File: config.mk
export PLATFORM = sky130hd
export DESIGN_NAME = control_sequencer
export DESIGN_NICKNAME = d
export VERILOG_FILES = /design/src/rtl/control_sequencer_pkg.sv /design/src/rtl/control_sequencer_mem_wait_timer.sv /design/src/rtl/control_sequencer.sv
export SDC_FILE = /design/constraint.sdc
export NUM_CORES = 1
export LEC_CHECK = 0
export CORE_MARGIN = 1.5
export CORE_UTILIZATION = 43
export CTS_CLUSTER_SIZE = 12
export DETAILED_ROUTE_END_ITERATION = 8
export PLACE_DENSITY_LB_ADDON = 0.3
export SLEW_MARGIN = 20
export SYNTH_ARGS = -nofsm -noshare
export SYNTH_HDL_FRONTEND = slang
export SYNTH_SLANG_ARGS = --single-unit
File: constraint.sdc
create_clock -name clk -period 1.6 [get_ports clk]
set_input_delay 0.16 -clock clk [delete_from_list [all_inputs] [get_ports clk]]
set_output_delay 0.16 -clock clk [all_outputs]
set_load 0.02 [all_outputs]
File: src/rtl/control_sequencer_pkg.sv
// Shared definitions for the FPG8 control sequencer: FSM state encoding, opcodes
// and small decode helpers used by the sequencer and its wait timer.
package control_sequencer_pkg;

  typedef enum logic [3:0] {
    ST_IDLE,
    ST_F0,
    ST_F1,
    ST_F2,
    ST_DEC,
    ST_EX_ALU,
    ST_EX_MOV,
    ST_L0,
    ST_L1,
    ST_L2,
    ST_S0,
    ST_S1,
    ST_S2,
    ST_EX_JMP,
    ST_HALT,
    ST_FAULT
  } state_t;

  localparam logic [3:0] OP_NOP   = 4'h0;
  localparam logic [3:0] OP_ADD   = 4'h1;
  localparam logic [3:0] OP_SUB   = 4'h2;
  localparam logic [3:0] OP_AND   = 4'h3;
  localparam logic [3:0] OP_OR    = 4'h4;
  localparam logic [3:0] OP_MOV   = 4'h5;
  localparam logic [3:0] OP_LOAD  = 4'h6;
  localparam logic [3:0] OP_STORE = 4'h7;
  localparam logic [3:0] OP_JMP   = 4'h8;
  localparam logic [3:0] OP_BRZ   = 4'h9;
  localparam logic [3:0] OP_HALT  = 4'hF;

  function automatic logic is_alu_op(input logic [3:0] op);
    return (op == OP_ADD) || (op == OP_SUB) || (op == OP_AND) || (op == OP_OR);
  endfunction

  // 1010..1110 are unassigned; they retire as NOPs but raise the sticky flag.
  function automatic logic is_illegal_op(input logic [3:0] op);
    return (op >= 4'hA) && (op != OP_HALT);
  endfunction

  function automatic logic is_wait_state(input state_t st);
    return (st == ST_F1) || (st == ST_L1) || (st == ST_S2);
  endfunction

endpackage

File: src/rtl/control_sequencer_mem_wait_timer.sv
// Memory wait timer: counts cycles spent in a memory wait state and flags
// expiry once MAX cycles have elapsed without the access completing.
module control_sequencer_mem_wait_timer
  import control_sequencer_pkg::*;
#(
  parameter int MAX = 16
) (
  input  logic clk,
  input  logic reset,
  input  logic clear,
  input  logic enable,
  output logic expired
);

  localparam int W = (MAX > 1) ? $clog2(MAX) : 1;

  logic [W-1:0] count;

  // Count holds at MAX-1 so expiry stays asserted until the timer is cleared.
  always_ff @(posedge clk or negedge reset) begin
    if (!reset) begin
      count <= '0;
    end else if (clear) begin
      count <= '0;
    end else if (enable && !expired) begin
      count <= count + W'(1);
    end
  end

  assign expired = (count == W'(MAX - 1));

endmodule

File: src/rtl/control_sequencer.sv
// Hardwired fetch/decode/execute sequencer for the FPG8 datapath; drives the one-hot
// bus strobes from the state register and tracks halt/fault/illegal status.
module control_sequencer
  import control_sequencer_pkg::*;
#(
  parameter int MEM_WAIT_MAX = 16,
  parameter int CNT_W        = 16
) (
  input  logic             clk,
  input  logic             reset,
  input  logic             run,
  input  logic             mem_ready,
  input  logic [3:0]       opcode,
  input  logic             S,
  input  logic             zero_flag,
  output logic             PC_out,
  output logic             PC_in,
  output logic             PC_inc,
  output logic             MAR_in,
  output logic             MDR_out,
  output logic             MDR_in,
  output logic             IR_in,
  output logic             RS_out,
  output logic             RD_out,
  output logic             RD_in,
  output logic             ALU_out,
  output logic             FLAGS_in,
  output logic             MEM_rd,
  output logic             MEM_wr,
  output logic [2:0]       ALU_op,
  output logic             halted,
  output logic             fault,
  output logic             illegal,
  output logic [CNT_W-1:0] instr_count
);

  state_t           state;
  state_t           state_next;
  logic [2:0]       alu_op_q;
  logic             flags_q;
  logic             illegal_q;
  logic [CNT_W-1:0] count_q;
  logic             in_wait;
  logic             wait_expired;

  assign in_wait = is_wait_state(state);

  // Cleared whenever we are outside a wait state, so every access starts from zero.
  control_sequencer_mem_wait_timer #(
    .MAX(MEM_WAIT_MAX)
  ) u_mem_wait_timer (
    .clk    (clk),
    .reset  (reset),
    .clear  (!in_wait),
    .enable (in_wait),
    .expired(wait_expired)
  );

  always_ff @(posedge clk or negedge reset) begin
    if (!reset) begin
      state <= ST_IDLE;
    end else begin
      state <= state_next;
    end
  end

  // ALU function and set-flags bit are captured at decode so the execute strobes
  // depend only on registered state.
  always_ff @(posedge clk or negedge reset) begin
    if (!reset) begin
      alu_op_q  <= 3'b000;
      flags_q   <= 1'b0;
      illegal_q <= 1'b0;
      count_q   <= '0;
    end else begin
      if (state == ST_DEC) begin
        alu_op_q <= opcode[2:0];
        flags_q  <= S;
        if (is_illegal_op(opcode)) begin
          illegal_q <= 1'b1;
        end
      end
      if (state == ST_F2) begin
        count_q <= count_q + CNT_W'(1);
      end
    end
  end

  always_comb begin
    state_next = state;
    unique case (state)
      ST_IDLE:   if (run) state_next = ST_F0;
      ST_F0:     state_next = ST_F1;
      ST_F1: begin
        if (mem_ready)         state_next = ST_F2;
        else if (wait_expired) state_next = ST_FAULT;
      end
      ST_F2:     state_next = ST_DEC;
      ST_DEC: begin
        if (is_alu_op(opcode)) begin
          state_next = ST_EX_ALU;
        end else begin
          case (opcode)
            OP_MOV:   state_next = ST_EX_MOV;
            OP_LOAD:  state_next = ST_L0;
            OP_STORE: state_next = ST_S0;
            OP_JMP:   state_next = ST_EX_JMP;
            OP_BRZ:   state_next = zero_flag ? ST_EX_JMP : ST_F0;
            OP_HALT:  state_next = ST_HALT;
            default:  state_next = ST_F0;
          endcase
        end
      end
      ST_EX_ALU: state_next = ST_F0;
      ST_EX_MOV: state_next = ST_F0;
      ST_EX_JMP: state_next = ST_F0;
      ST_L0:     state_next = ST_L1;
      ST_L1: begin
        if (mem_ready)         state_next = ST_L2;
        else if (wait_expired) state_next = ST_FAULT;
      end
      ST_L2:     state_next = ST_F0;
      ST_S0:     state_next = ST_S1;
      ST_S1:     state_next = ST_S2;
      ST_S2: begin
        if (mem_ready)         state_next = ST_F0;
        else if (wait_expired) state_next = ST_FAULT;
      end
      ST_HALT:   state_next = ST_HALT;
      ST_FAULT:  state_next = ST_FAULT;
      default:   state_next = ST_IDLE;
    endcase
  end

  always_comb begin
    PC_out   = 1'b0;
    PC_in    = 1'b0;
    PC_inc   = 1'b0;
    MAR_in   = 1'b0;
    MDR_out  = 1'b0;
    MDR_in   = 1'b0;
    IR_in    = 1'b0;
    RS_out   = 1'b0;
    RD_out   = 1'b0;
    RD_in    = 1'b0;
    ALU_out  = 1'b0;
    FLAGS_in = 1'b0;
    MEM_rd   = 1'b0;
    MEM_wr   = 1'b0;
    ALU_op   = 3'b000;
    unique case (state)
      ST_F0: begin
        PC_out = 1'b1;
        MAR_in = 1'b1;
      end
      ST_F1:     MEM_rd = 1'b1;
      ST_F2: begin
        MDR_out = 1'b1;
        IR_in   = 1'b1;
        PC_inc  = 1'b1;
      end
      ST_EX_ALU: begin
        RS_out   = 1'b1;
        ALU_out  = 1'b1;
        RD_in    = 1'b1;
        ALU_op   = alu_op_q;
        FLAGS_in = flags_q;
      end
      ST_EX_MOV: begin
        RS_out = 1'b1;
        RD_in  = 1'b1;
      end
      ST_EX_JMP: begin
        RS_out = 1'b1;
        PC_in  = 1'b1;
      end
      ST_L0: begin
        RS_out = 1'b1;
        MAR_in = 1'b1;
      end
      ST_L1:     MEM_rd = 1'b1;
      ST_L2: begin
        MDR_out = 1'b1;
        RD_in   = 1'b1;
      end
      ST_S0: begin
        RS_out = 1'b1;
        MAR_in = 1'b1;
      end
      ST_S1: begin
        RD_out = 1'b1;
        MDR_in = 1'b1;
      end
      ST_S2:     MEM_wr = 1'b1;
      default: begin
      end
    endcase
  end

  assign halted      = (state == ST_HALT);
  assign fault       = (state == ST_FAULT);
  assign illegal     = illegal_q;
  assign instr_count = count_q;

endmodule

=== After elaboration in Yosys (flattened, before gate mapping) ===
Index checks and enable logic that the tools add are counted.

* Add/sub/neg operators: 2
* Magnitude comparators: 1
* Eq/ne operators: 29
* Muxes and demuxes: 24
* Reduce and logical (&&, ||, !) cells: 16

{| class="wikitable"
|+ Operators by type and width
! cell !! count
|-
| $pmux 4 s13 || 1
|-
| $eq 4x4->1 const B || 12
|-
| $mux 4 || 9
|-
| $eq 4x3->1 const B || 8
|-
| $pmux 4 s6 || 1
|-
| $add 16x1->16 const B || 1
|-
| $eq 4x2->1 const B || 4
|-
| $mux 1 || 12
|-
| $eq 4x1->1 const B || 2
|-
| $reduce_or 3->1 || 2
|-
| $logic_or 1x1->1 || 5
|-
| $reduce_or 5->1 || 1
|-
| $add 4x1->4 const B || 1
|-
| $ge 4x4->1 const B || 1
|-
| $logic_not 4->1 || 1
|-
| $ne 2x2->1 const B || 2
|-
| $ne 4x4->1 const B || 1
|-
| $reduce_or 2->1 || 2
|-
| $reduce_or 4->1 || 1
|-
| $mux 3 || 1
|-
| $logic_and 1x1->1 || 2
|-
| $reduce_and 2->1 || 1
|-
| $logic_not 1->1 || 1
|}

* Bits in registers: 29
* Bits of input ports: 10
* Output and inout port bits: 36

=== Depth between registers and ports, before layout ===
Gate-level depths: netlist (run 1).

* Depth in word-level cells: 6
* Mapped depth: 6
* Mapped depth without buffers: 5

=== Modules after synthesis ===
A second synthesis (run 1) with hierarchy kept.

* Cell total of the unflattened synthesis: 187
* Area total of the unflattened synthesis: 1,751.7 um2

{| class="wikitable"
|+ By module, submodules not included
! module !! instances !! cells an instance !! area an instance (um2) !! seq. area each (um2)
|-
| control_sequencer || 1 || 167 || 1,522.7 || 625.6
|-
| control_sequencer_mem_wait_timer || 1 || 20 || 229.0 || 100.1
|}

=== Least setup slack after synthesis (run 1) ===
Ideal clock, no wire load.

* Kind: reg-to-output
* Start point: reg state[2]
* End point: out RD_out
* Arrival time: 1.411 ns
* Path slack: 0.029 ns
* Stages on the path, launching flop included: 6
* Cells stage by stage: dfrtp_1 -> buf_6 -> clkbuf_1 -> nand2b_1 -> nor2_1 -> buf_4

* Word-level cells in the longest chain between the ends: 2

{| class="wikitable"
|+ RTL lines
! item !! line !! RTL
|-
| start, declared || control_sequencer.sv:37 || <nowiki>state_t state;</nowiki>
|-
| start signal, assigned || control_sequencer.sv:63 || <nowiki>state <= state_next;</nowiki>
|-
| $eq 4x4->1 || n/a ||
|-
| $mux 1 || n/a ||
|-
| end, declared || control_sequencer.sv:24 || <nowiki>output logic RD_out,</nowiki>
|}

No other way between the ends.

=== Worst setup path after layout (run 1) ===
* Start point: reg state[1]
* End point: out MAR_in

* Word-level cells in the longest chain between the ends: 3
* Elaborated cells between the ends (all ways): 5

{| class="wikitable"
|+ RTL lines
! item !! line !! RTL
|-
| $eq 4x4->1, or another cell as far along || control_sequencer.sv:151 || <nowiki>unique case (state)</nowiki>
|-
| $reduce_or 3->1 (no source line) * || n/a ||
|-
| $mux 1 * || control_sequencer.sv:151 ||
|-
| end, declared || control_sequencer.sv:19 || <nowiki>output logic MAR_in,</nowiki>
|}

Every way passes the cells marked *; elsewhere a longest branch is shown, timed or not.

==> results.sh, run 1 <==
export IMPL_drive_above_1_share_pct=32.0
export IMPL_initial_core_util_pct=45.4
export IMPL_outcome="finished clean"
export IMPL_cts_tree="yes"
export IMPL_skew_ns=0.00326
export IMPL_cp_max_fo=6
export IMPL_finalNetCount=270
export IMPL_dr_wl_met3_microns=235
export IMPL_post_route_min_period_ns=1.57
export IMPL_dieArea_sq_um=4310
export IMPL_met2RoutedLength_microns=1900
export IMPL_setup_viol=0
export IMPL_cts_sinks=29
export IMPL_synthFlopType="dfrtp_1"
export IMPL_holdWs_ns=0.268
export IMPL_grt_use_total_pct=19.5
export IMPL_p_leak_nw=1.21
export IMPL_syn_mean_instance_area_sq_um=9.27
export IMPL_cap_violations=0
export IMPL_drt_total_wl_microns=4070
export IMPL_die_w_microns=65.6
export IMPL_grt_pass1_wl_microns=6510
export IMPL_required_ns=1.44
export IMPL_place_ws_ns=-0.134
export IMPL_vias_per_cell=5.33
export IMPL_holdBufCountCts=0
export IMPL_max_freq_mhz=638
export IMPL_highest_layer="met4"
export IMPL_ys_ff_latch=29
export IMPL_hold_violations=0
export IMPL_clk_latency_ns=0.28
export IMPL_placed_cells=294
export IMPL_io_pin_count=46
export IMPL_ys_warn_count=0
export IMPL_fillers=294
export IMPL_synth_compound_area_share_pct=10.8
export IMPL_setup_worst_path_start="state[1]"
export IMPL_rrSetupSlack_ns=0.05
export IMPL_multiInputGateArea_sq_um=978
export IMPL_remaining_drc_errors=0
export IMPL_wl_met1_microns=1860
export IMPL_htree_num_levels=2
export IMPL_powerDensity_nw_per_um2=1500
export IMPL_ys_seq_area_share_pct=43.0
export IMPL_path_clk_slew_ns=0.06
export IMPL_via_count=1635
export IMPL_r2r_cells=5
export IMPL_synth_edf_count=0
export IMPL_synth_top_family_by_area="simple AND/OR/NAND/NOR gates"
export IMPL_cp_arrival_ns=1.41
export IMPL_syn_inst=182
export IMPL_drt_iter0_markers=121
export IMPL_fin_ws_ns=0.0335
export IMPL_fp_dieH_microns=65.6
export IMPL_syn_nets=194
export IMPL_drt_pass1_iterations=4
export IMPL_numCtsBuffers=5
export IMPL_ys_async_sr_fraction_pct=100
export IMPL_antenna_found_initial=0
export IMPL_root_buffer="clkbuf_8"
export IMPL_clk_path_buf_depth=2
export IMPL_final_util_pct=69.0
export IMPL_worst_r2r_startpoint="state[1]"
export IMPL_num_rows=22
export IMPL_synth_xor_area_share_pct=9.87
export IMPL_grt_pass1_vias=1450
export IMPL_peakVddDrop_v=0.000836
export IMPL_cp_end_kind="output port"
export IMPL_hpwl_microns=2790
export IMPL_route_antenna_remaining_nets=0
export IMPL_grt_max_degree=30
export IMPL_relSlewSlack_pct=68.9
export IMPL_hp_class="in2async"
export IMPL_gp_congestion=0.851
export IMPL_grt_overflow=0
export IMPL_synth_fa_ha_area_share_pct=1.48
export IMPL_regArea_sq_um=728
export IMPL_areaGrowthSynthToFinish_pct=52.1
export IMPL_final_cells=307
export IMPL_synthSimpleGateAreaFrac_pct=26.3
export IMPL_synth_cell_types=46
export IMPL_wl_per_cell_microns=13.2
export IMPL_portBuffers=45
export IMPL_reg2reg_to="state[2]"
export IMPL_critical_path_class="reg2out"
export IMPL_drv_slew=0
export IMPL_rsz0062_at_grt="true"
export IMPL_insertedDiodeCount=0
export IMPL_startpoint_type="flip-flop"
export IMPL_worst_slew_pin_slew_ns=0.462
export IMPL_coreArea_sq_um=3720
export IMPL_period_share_pct=97.9
export IMPL_muxShareOfSynthArea_pct=3.26
export IMPL_netlist_area_sq_um=1690
[layout by cell type, fill, tap and decap left out, types with 3 or more instances in the layout]
cell type and count:
mux2_4 4, nand3_1 11, buf_6 5, buf_4 32, xor2_1 6, clkbuf_8 6
buf_2 11, nand2b_4 3, a31oi_1 3, nor3_1 5, clkbuf_2 5, o21ai_0 5
and2_1 4, xnor2_1 13, nor2b_1 3, nand2_1 18, a21oi_1 4, clkdlybuf4s50_1 26
inv_1 6, dfrtp_1 27, nor2_1 15
[cells by family after synthesis]
logic type,after synthesis
compound gates,28
xor+xnor,19
fa+ha+maj,2
buf+inv,18
flops,29
mux,5
simple gates,81
[critical path, cell delays in order, from the launching register on]
cell and delay, ns:
dfrtp_1 0.40, buf_6 0.15, xor2_1 0.16, o32ai_1 0.22
buf_2 0.21
[power by group]
part | internal (mW) | leakage, nW | switching [mW]
clock network | 0.507 | 0.0585 | 0.277
logic | 1.02 | 0.771 | 0.966
registers | 0.905 | 0.381 | 0.167
[cell usage after synthesis (2+ instances only)]
cell / number / area [sq um]
xnor2_1: 13 / 114
a31oi_1: 3 / 18.8
nor3b_1: 3 / 22.5
a22oi_1: 2 / 15.0
nor2_1: 17 / 63.8
buf_4: 2 / 15.0
and3_1: 2 / 12.5
nor3_1: 6 / 30.0
a21oi_1: 4 / 20.0
clkbuf_2: 2 / 10.0
a21o_1: 2 / 15.0
inv_1: 6 / 22.5
xor2_1: 6 / 52.6
nand2b_1: 4 / 25.0
ha_1: 2 / 25.0
nand2_1: 18 / 67.6
nand3_1: 11 / 55.1
o21ai_0: 7 / 35.0
buf_2: 2 / 10.0
dfrtp_1: 29 / 726
mux2_2: 4 / 45.0
and2_1: 4 / 25.0
o211ai_1: 2 / 15.0
nor4_1: 2 / 12.5
o2111ai_1: 2 / 17.5
clkbuf_1: 4 / 15.0
nor2b_1: 4 / 25.0
[metal layers]
| metal | GRT usage, % | up-vias |
|---|---|---|
| met5 | 0 | - |
| met4 | 5.73 | 0 |
| met3 | 5.31 | 11 |
| met2 | 31.2 | 59 |
| met1 | 25.9 | 781 |
| li1 | - | 784 |
[stage by stage]
stage          power, mW  cell area, sq um  setup TNS (ns)
3_5_place_dp        2.87              2360           -1.73
6_report            3.84              2560               0
2_1_floorplan       2.05              1690               0
5_1_grt             4.08              2560         -0.0782
4_1_cts             3.68              2480         -0.0132
3_3_place_gp        2.85              2360           -1.40
[layout make-up]
cell class                 instances  share of cell area, %
sequential                        29                   28.4
clock inverter                     1                   1.17
clock buffer                       7                   3.37
tap                               48                   2.34
multi-input combinational        135                   38.1
timing repair buffer              81                   25.7
inverter                           6                  0.878
[state kept, by name, summed over array words and instances (netlist names)]
signal                  flops
alu_op_q                    3
flags_q                     1
u_mem_wait_timer.count      4
state                       4
illegal                     1
instr_count                16
[how the worst max path moves through the flow]
stage	cells after the start	end
floorplan	5	RD_out
global placement	5	RD_in
detailed placement	5	RD_in
CTS	5	instr_count[5]
global route	8	state[2]
finish	4	MAR_in
[timing repair]
item | in CTS | in global routing
endpoints found under the hold margin | 0 | 0
setup buffers | 0 | 5
endpoints found under the setup margin | 28 | 31
gates resized for setup | 72 | 33
pin swaps | 1 | 4
Note: power is estimated with default switching activity, not from simulation.
==> run 2, diff against run 1 <==
Settings changed: REMOVE_ABC_BUFFERS set to 1.
==> results.sh, run 2 (synthesized netlist as in run 1, its figures left out) <==
export IMPL_cts_tree="yes"
export IMPL_portBuffers=45
export IMPL_numCtsBuffers=5
export IMPL_violations="setup timing"
export IMPL_initial_core_util_pct=45.4
export IMPL_hp_class="in2async"
export IMPL_gp_congestion=0.845
export IMPL_vias_per_cell=5.16
export IMPL_power_switching_mw=1.39
export IMPL_finalNetCount=276
export IMPL_seqPwrFrac_pct=27.8
export IMPL_p_sw_share_pct=36.6
export IMPL_wl_per_cell_microns=12.8
export IMPL_grt_overflow=0
export IMPL_fin_ws_ns=-0.0545
export IMPL_required_ns=1.76
export IMPL_layout_cells_most_common="buf_4"
export IMPL_grt_pass1_wl_microns=6530
export IMPL_startpoint_type="flip-flop"
export IMPL_peakVddDrop_v=0.00107
export IMPL_power_share_combinational_pct=51.8
export IMPL_clk_latency_ns=0.27
export IMPL_worst_slew_pin_slew_ns=0.369
export IMPL_cts_sinks=29
export IMPL_powerDensity_nw_per_um2=1450
export IMPL_critical_path_class="reg2reg"
export IMPL_drive_above_1_share_pct=35.1
export IMPL_stdcell_area_sq_um=2620
export IMPL_path_clk_slew_ns=0.06
export IMPL_die_w_microns=65.6
export IMPL_period_share_pct=103
export IMPL_fp_dieH_microns=65.6
export IMPL_grt_max_degree=30
export IMPL_htree_num_levels=2
export IMPL_grt_use_total_pct=19.7
export IMPL_root_buffer="clkbuf_8"
export IMPL_route_antenna_remaining_nets=0
export IMPL_max_freq_mhz=604
export IMPL_drv_slew=0
export IMPL_totalPowerFinal_mw=3.80
export IMPL_skew_ns=0.00219
export IMPL_holdBufCountCts=0
export IMPL_cap_violations=0
export IMPL_relSlewSlack_pct=75.4
export IMPL_via_count=1616
export IMPL_coreArea_sq_um=3720
export IMPL_post_route_min_period_ns=1.65
export IMPL_internal_power_mw=2.41
export IMPL_drt_iter0_markers=68
export IMPL_hpwl_microns=2820
export IMPL_rsz0062_at_grt="true"
export IMPL_cp_end_kind="flip-flop"
export IMPL_setup_viol=4
export IMPL_areaGrowthSynthToFinish_pct=55.2
export IMPL_io_pin_count=46
export IMPL_pwr_share_clk_pct=20.4
export IMPL_antenna_found_initial=0
export IMPL_drt_pass1_iterations=4
export IMPL_largest_reg_flops=16
export IMPL_cp_max_fo=6
export IMPL_dieArea_sq_um=4310
export IMPL_drt_total_wl_microns=4010
export IMPL_setup_tns_final_ns=-0.181
export IMPL_hold_violations=0
export IMPL_clk_path_buf_depth=2
export IMPL_p_leak_nw=1.26
export IMPL_grt_pass1_vias=1448
export IMPL_outcome="finished, violations left"
export IMPL_num_rows=22
export IMPL_placed_area_sq_um=2400
export IMPL_final_cell_mix="44 x buf_4, 28 x dfrtp_1, 25 x clkdlybuf4s50_1, 18 x nand2_1, 14 x nor2_1"
export IMPL_insertedDiodeCount=0
export IMPL_remaining_drc_errors=0
export IMPL_cp_arrival_ns=1.82
-- run 2: cell count changes in the layout (fill, tap and decap cells not counted), sizes merged --
cell	before	now
buf	48	57
clkbuf	12	11
clkdlybuf4s15	2	0
clkdlybuf4s50	26	25
dlymetal6s2s	0	1
-- run 2: critical path, stage by stage (launching register included) --
cell and delay, ns:
dfrtp_1 0.43, buf_6 0.14, nand4bb_4 0.19, buf_6 0.16, nor4_4 0.23, buf_4 0.19
nand3_2 0.08, xnor2_1 0.13
-- run 2: per-stage QoR --
step                      util [%]  hold slack, ns  setup WS (ns)  std cells
after floorplan                  -          -0.136         -0.153        170
after global placement        64.6           0.457         -0.108        299
after detailed placement      64.6           0.458         -0.119        299
after CTS                     67.8           0.285        -0.0205        309
after global routing          70.4           0.317         -0.136        313
final                         70.4           0.272        -0.0545        313
-- run 2: repair_timing --
action | 4_1_cts | 5_1_grt
buffers inserted | 2 | 4
endpoints found under the setup margin | 25 | 32
hold endpoints to repair | 0 | 0
resized for setup | 75 | 39
pin swaps | 2 | 6
-- run 2: per-layer routing --
metal  vias to the layer above  GRT usage (%)  routed length, microns
li1                        800              -                       -
met1                       777           26.4                    1910
met2                        34           31.4                    1890
met3                         5           5.14                     170
met4                         0           5.47                      34
met5                         -              0                       0
-- run 2: layout make-up --
cell class | count | area, sq um
Timing Repair Buffer | 87 | 709
Tap cell | 48 | 60.1
Fill cell | 302 | 1100
Multi-Input combinational cell | 135 | 982
Inverter | 6 | 22.5
Clock buffer | 7 | 86.3
Sequential cell | 29 | 727
Clock inverter | 1 | 30.0
-- run 2: power groups by stage --
stage	Combinational, mW	Sequential, mW	Clock [mW]
after floorplan	0.768	1.19	0
after global placement	1.84	1.04	0
after detailed placement	1.86	1.05	0
after CTS	1.84	1.04	0.795
after global routing	2.14	1.08	0.833
final	1.97	1.06	0.775
-- run 2: worst paths after layout --
kind	start	to	slack (ns)	cells past startpoint
worst max register to register	state[2]	instr_count[13]	-0.05	7
max in group asynchronous	reset	state[0]	1.03	2
worst max-delay path	state[2]	instr_count[13]	-0.05	7
min in group clk	illegal	illegal	0.47	1
worst min-delay path	reset	alu_op_q[1]	0.27	2
worst min register to register	illegal	illegal	0.47	1
